File: config.mk
export PLATFORM = sky130hd
export DESIGN_NAME = mcm_pipe_n
export DESIGN_NICKNAME = d
export VERILOG_FILES = /design/src/rtl/mcm_pipe_n.sv
export SDC_FILE = /design/constraint.sdc
export NUM_CORES = 1
export LEC_CHECK = 0
export CAP_MARGIN = 20
export CORE_MARGIN = 4
export CORE_UTILIZATION = 45
export DETAILED_ROUTE_END_ITERATION = 7
export GPL_TIMING_DRIVEN = 0
export SYNTH_ARGS = -nofsm -noshare
export SYNTH_HDL_FRONTEND = slang
export SYNTH_SLANG_ARGS = --single-unit
File: constraint.sdc
create_clock -name clk -period 2.8 [get_ports clk]
set_clock_uncertainty 0.2 [all_clocks]
set_input_delay 0.56 -clock clk [delete_from_list [all_inputs] [get_ports clk]]
set_output_delay 0.56 -clock clk [all_outputs]
set_load 0.01 [all_outputs]
File: src/rtl/mcm_pipe_n.sv
// rtl/mcm_pipe_n.sv - two-stage valid/ready multi-lane multiple-constant multiplier with output saturation
module mcm_pipe_n #(
    parameter int IN_W   = 8,
    parameter int COEF_W = 8,
    parameter int OUT_W  = 16,
    parameter int LANES  = 4,
    parameter int NSETS  = 4,
    parameter logic [NSETS*2*COEF_W-1:0] COEFS = 64'h0301_05FF_06FE_07FD,
    localparam int SEL_W = (NSETS > 1) ? $clog2(NSETS) : 1
) (
    input  logic                   clk,
    input  logic                   rst_n,
    input  logic                   flush,
    input  logic                   in_valid,
    output logic                   in_ready,
    input  logic [LANES*IN_W-1:0]  in_x,
    input  logic [SEL_W-1:0]       in_sel,
    output logic                   out_valid,
    input  logic                   out_ready,
    output logic [LANES*OUT_W-1:0] out_y0,
    output logic [LANES*OUT_W-1:0] out_y1,
    output logic [2*LANES-1:0]     out_sat,
    output logic                   out_sel_err
);

    localparam int PW   = IN_W + COEF_W + 1;
    localparam int HALF = COEF_W / 2;
    localparam int EW   = (PW > OUT_W) ? PW : OUT_W;
    localparam logic signed [EW-1:0] MAXV = {{(EW-OUT_W+1){1'b0}}, {(OUT_W-1){1'b1}}};
    localparam logic signed [EW-1:0] MINV = ~MAXV;

    function automatic logic [COEF_W:0] coef_mag(input int s, input int k);
        logic signed [COEF_W:0] c;
        c = {COEFS[(2*s+k+1)*COEF_W-1], COEFS[(2*s+k)*COEF_W +: COEF_W]};
        return c[COEF_W] ? -c : c;
    endfunction

    function automatic logic coef_neg(input int s, input int k);
        return COEFS[(2*s+k+1)*COEF_W-1];
    endfunction

    logic                   w_s2_en;
    logic                   w_accept;
    logic [PW-1:0]          w_lo [LANES][2];
    logic [PW-1:0]          w_hi [LANES][2];
    logic [1:0]             w_neg;
    logic                   w_err;
    logic [LANES*OUT_W-1:0] w_y0;
    logic [LANES*OUT_W-1:0] w_y1;
    logic [2*LANES-1:0]     w_sat;

    logic                   r1_valid;
    logic [PW-1:0]          r1_lo [LANES][2];
    logic [PW-1:0]          r1_hi [LANES][2];
    logic [1:0]             r1_neg;
    logic                   r1_err;
    logic                   r2_valid;
    logic [LANES*OUT_W-1:0] r2_y0;
    logic [LANES*OUT_W-1:0] r2_y1;
    logic [2*LANES-1:0]     r2_sat;
    logic                   r2_err;

    assign w_s2_en  = !r2_valid || out_ready;
    assign in_ready = !r1_valid || w_s2_en;
    assign w_accept = in_valid && in_ready;

    // Stage 1: magnitude of each constant split into low/high bit groups, each a fixed shift-add tree.
    always_comb begin
        logic [COEF_W:0] m;
        m     = '0;
        w_neg = '0;
        w_err = (32'(in_sel) >= 32'(NSETS));
        for (int i = 0; i < LANES; i++) begin
            for (int k = 0; k < 2; k++) begin
                w_lo[i][k] = '0;
                w_hi[i][k] = '0;
            end
        end
        for (int s = 0; s < NSETS; s++) begin
            if (32'(in_sel) == 32'(s)) begin
                for (int k = 0; k < 2; k++) begin
                    w_neg[k] = coef_neg(s, k);
                    m        = coef_mag(s, k);
                    for (int i = 0; i < LANES; i++) begin
                        for (int b = 0; b <= COEF_W; b++) begin
                            if (m[b]) begin
                                if (b < HALF)
                                    w_lo[i][k] = w_lo[i][k] + (PW'(in_x[i*IN_W +: IN_W]) << b);
                                else
                                    w_hi[i][k] = w_hi[i][k] + (PW'(in_x[i*IN_W +: IN_W]) << b);
                            end
                        end
                    end
                end
            end
        end
    end

    // Stage 2: final sum, sign applied, clamped to the OUT_W signed range.
    always_comb begin
        logic [PW-1:0]        sum;
        logic signed [PW-1:0] prod;
        logic signed [EW-1:0] pe;
        logic [OUT_W-1:0]     y;
        sum   = '0;
        prod  = '0;
        pe    = '0;
        y     = '0;
        w_y0  = '0;
        w_y1  = '0;
        w_sat = '0;
        for (int i = 0; i < LANES; i++) begin
            for (int k = 0; k < 2; k++) begin
                sum  = r1_lo[i][k] + r1_hi[i][k];
                prod = r1_neg[k] ? -$signed(sum) : $signed(sum);
                pe   = EW'(prod);
                if (pe > MAXV) begin
                    y            = MAXV[OUT_W-1:0];
                    w_sat[2*i+k] = 1'b1;
                end else if (pe < MINV) begin
                    y            = MINV[OUT_W-1:0];
                    w_sat[2*i+k] = 1'b1;
                end else begin
                    y = pe[OUT_W-1:0];
                end
                if (k == 0) w_y0[i*OUT_W +: OUT_W] = y;
                else        w_y1[i*OUT_W +: OUT_W] = y;
            end
        end
    end

    always_ff @(posedge clk or negedge rst_n) begin
        if (!rst_n) begin
            r1_valid <= 1'b0;
            r1_neg   <= '0;
            r1_err   <= 1'b0;
            for (int i = 0; i < LANES; i++) begin
                for (int k = 0; k < 2; k++) begin
                    r1_lo[i][k] <= '0;
                    r1_hi[i][k] <= '0;
                end
            end
            r2_valid <= 1'b0;
            r2_y0    <= '0;
            r2_y1    <= '0;
            r2_sat   <= '0;
            r2_err   <= 1'b0;
        end else if (flush) begin
            r1_valid <= 1'b0;
            r2_valid <= 1'b0;
        end else begin
            if (w_s2_en) begin
                r2_valid <= r1_valid;
                if (r1_valid) begin
                    r2_y0  <= w_y0;
                    r2_y1  <= w_y1;
                    r2_sat <= w_sat;
                    r2_err <= r1_err;
                end
            end
            if (w_accept) begin
                r1_valid <= 1'b1;
                r1_lo    <= w_lo;
                r1_hi    <= w_hi;
                r1_neg   <= w_neg;
                r1_err   <= w_err;
            end else if (w_s2_en) begin
                r1_valid <= 1'b0;
            end
        end
    end

    assign out_valid   = r2_valid;
    assign out_y0      = r2_y0;
    assign out_y1      = r2_y1;
    assign out_sat     = r2_sat;
    assign out_sel_err = r2_err;

endmodule

==> results.cfg <==
[global_routing]
first_global_vias = 24610
grt_antenna_before_repair = 1
grt_max_degree = 110
grt_pass1_wl_um = 141000
track_usage = 0.297
grt_overflow = 0

[final_layout]
layout-drive-gt1-share = 0.290
area_delta_synth_final_pct = 43.0
post-route-util = 0.653
final_cell_mix = nand2_1 (381), dfrtp_1 (255), buf_4 (246)
finalNetCount = 3987
final_area_um2 = 36100
n_fill_cell = 4516
mostFrequentLayoutCell = nand2_1

[logic_synthesis]
synthFlopType = dfrtp_1
yosysWarnings = 0
ys_seq_elements = 255
synth_cells = 3083
async_flop_share = 1.00
syn_area_um2 = 25300
synth.distinct_cells = 81
syn_avg_cell_area_um2 = 8.20
yosysSeqAreaShare = 0.253
synth_nets = 3488
synth_edf_count = 0

[sta]
layout_setup_ws_ns = -4.37
grt_setup_unrepaired = yes
slew_headroom = 0.104
finalCriticalPeriod_ns = 7.17
period_share = 2.56
setup_violations = 77
finalHoldViolations = 0
setup-tns-final_ns = -179.88
slew_viol_final = 0
fmax_mhz = 140
tightest_slew_ns = 1.34

[clock_tree]
cts_sinks = 255
cts_root_buf = clkbuf_16
cts_tree = yes
cts.clk_slew.worst_paths_ns = 0.06
htreeDepth = 1
numCtsBuffers = 26
clk_path_buf_depth = 3
clk-insertion-delay-late_ns = 0.55

[detailed_routing]
viasPerCell = 5.79
drtPass1Iterations = 5
vias = 25204
drt_wl_total_um = 95400
drt-initial-drc-count = 1837
ant_nets = 0
avgRoutedWirePerCell_um = 21.9
drc_errors = 0

[floorplan]
core_um2 = 55300
die_h_um = 245
dieArea_um2 = 60000
rows = 86
initial_utilization = 0.457
io_pins = 178
die_width_um = 245

[worst_setup_path]
cp-endpoint = r1_lo[77]
r2r-start = out_valid
crit_top_cell = ha_1
crit_start = in_x[9]
cp.buffers_inverters = 2
reg2regPathDepth = 7
arrival_ns = 7.46
crit_family = adder cells
path_depth = 35
start_kind = input port
worstPathRequired_ns = 3.09
crit_path_end_kind = register
cp_max_fo = 5
worst_path_max_delay_cell = a41oi_2
ff2ff_setup_slack_ns = -0.26
reg2reg_to = r1_lo[43]
max_stage_delay_ns = 0.47
critPathKind = input port to register

[power]
powerDensity_nw_per_um2 = 751
p_seq_frac = 0.195
p_leak_uw = 0.0160
switching_share = 0.419
clockPowerShare = 0.133
netSwitchingPower_uw = 11400
finalPower_uw = 27100
comb_power_share = 0.672
peakVddDrop_mv = 0.479
internal_power_uw = 15800

[place]
dp_hpwl_um = 69000
placed_area_um2 = 29300
numPortBuffers = 176
gp_congestion = 0.922

[status]
outcome = finished with violations
violations = negative setup slack

[flow_run]
cap_viol_max_count = 0

[min_path]
min_from = out_y1[49]
min_path_type = register to register
-- stage by stage --
stage / instances / setup WS (ns) / hold slack [ns]
floorplan: 3083 / -4.12 / 0.0644
global placement: 4007 / -9.78 / 0.252
detailed placement: 4010 / -6.89 / 0.259
CTS: 4237 / -3.99 / 0.273
global route: 4351 / -4.60 / 0.296
finish: 4352 / -4.37 / 0.269
-- tightest hold or removal path, delay by kind of cell, from the launching register on --
| kind | cells | cell delay, ns |
|---|---|---|
| simple gates | 2 | 0.10 |
| flops | 1 | 0.34 |
-- repair_timing --
| item | in CTS | in global routing |
|---|---|---|
| buffers inserted | 178 | 134 |
| pin swaps | 223 | 283 |
| hold buffers | 1 | 0 |
| endpoints found under the setup margin | 182 | 172 |
| gates resized for setup | 578 | 391 |
| endpoints found under the hold margin | 48 | 0 |
-- per-layer routing --
metal | track usage | vias to the layer above | part of all wire
li1 | - | 11894 | -
met1 | 0.400 | 12201 | 0.43
met2 | 0.501 | 872 | 0.47
met3 | 0.0291 | 237 | 0.059
met4 | 0.105 | 0 | 0.041
met5 | 0 | - | 0
-- state kept, by name, indices dropped and copies added (netlist names) --
| signal | count |
|---|---|
| r1_neg | 1 |
| out_y1 | 64 |
| out_y0 | 64 |
| out_sat | 8 |
| r1_lo | 116 |
| r1_valid | 1 |
| out_valid | 1 |
-- power groups by stage --
| stage | logic, uW | registers, uW | clock network [uW] |
|---|---|---|---|
| 2_1_floorplan | 9250 | 5300 | 0 |
| 3_3_place_gp | 12800 | 5320 | 0 |
| 3_5_place_dp | 13200 | 5340 | 0 |
| 4_1_cts | 15600 | 5270 | 3680 |
| 5_1_grt | 19600 | 5390 | 3820 |
| 6_report | 18200 | 5290 | 3620 |
-- how the worst min path moves through the flow --
| stage | endpoint | depth (start not counted) |
|---|---|---|
| after global placement | out_y1[38] | 2 |
| after global routing | out_y0[8] | 2 |
| after detailed placement | out_y1[32] | 2 |
| after floorplan | out_sat[0] | 0 |
| final | out_y1[49] | 2 |
| after CTS | out_y1[49] | 2 |
-- kinds of logic after synthesis --
family	Yosys count	share of synthesized area
AO/OA/AOI/OAI	936	0.232
XOR/XNOR	262	0.0908
adder cells (fa/ha/maj)	402	0.206
buffers and inverters	258	0.0394
flip-flops	255	0.253
multiplexers	15	0.00594
other	1	0.000148
AND/OR/NAND/NOR	954	0.173
-- final cells by class --
class                           instances  area (um2)  share of cell area
Multi-Input combinational cell       2570       22200               0.615
Sequential cell                       255        6380               0.177
Buffer                                115         711              0.0197
Tap cell                              748         936              0.0259
Inverter                              142         554              0.0153
Clock inverter                         10         120             0.00332
Clock buffer                           38         777              0.0215
Antenna cell                            2        5.00            0.000139
Timing Repair Buffer                  472        4420               0.122
-- Yosys cell counts (all sizes together) (17+ instances only) --
cell type	n	area (um2)
maj3	36	360
xor2	98	858
o21bai	42	315
nand3	29	145
xnor2	164	1440
o31ai	25	201
a21boi	21	158
o21ai	310	1550
ha	330	4130
a21o	116	871
clkbuf	95	357
dfrtp	255	6380
a21oi	209	1050
fa	36	721
nor3	52	260
a31oi	24	150
or3	18	118
nand2	397	1490
and2	58	363
nand2b	31	194
or2	17	106
buf	21	106
o21a	63	473
inv	140	526
nor2b	53	332
nor2	240	906
Note: power is estimated with default switching activity, not from simulation.
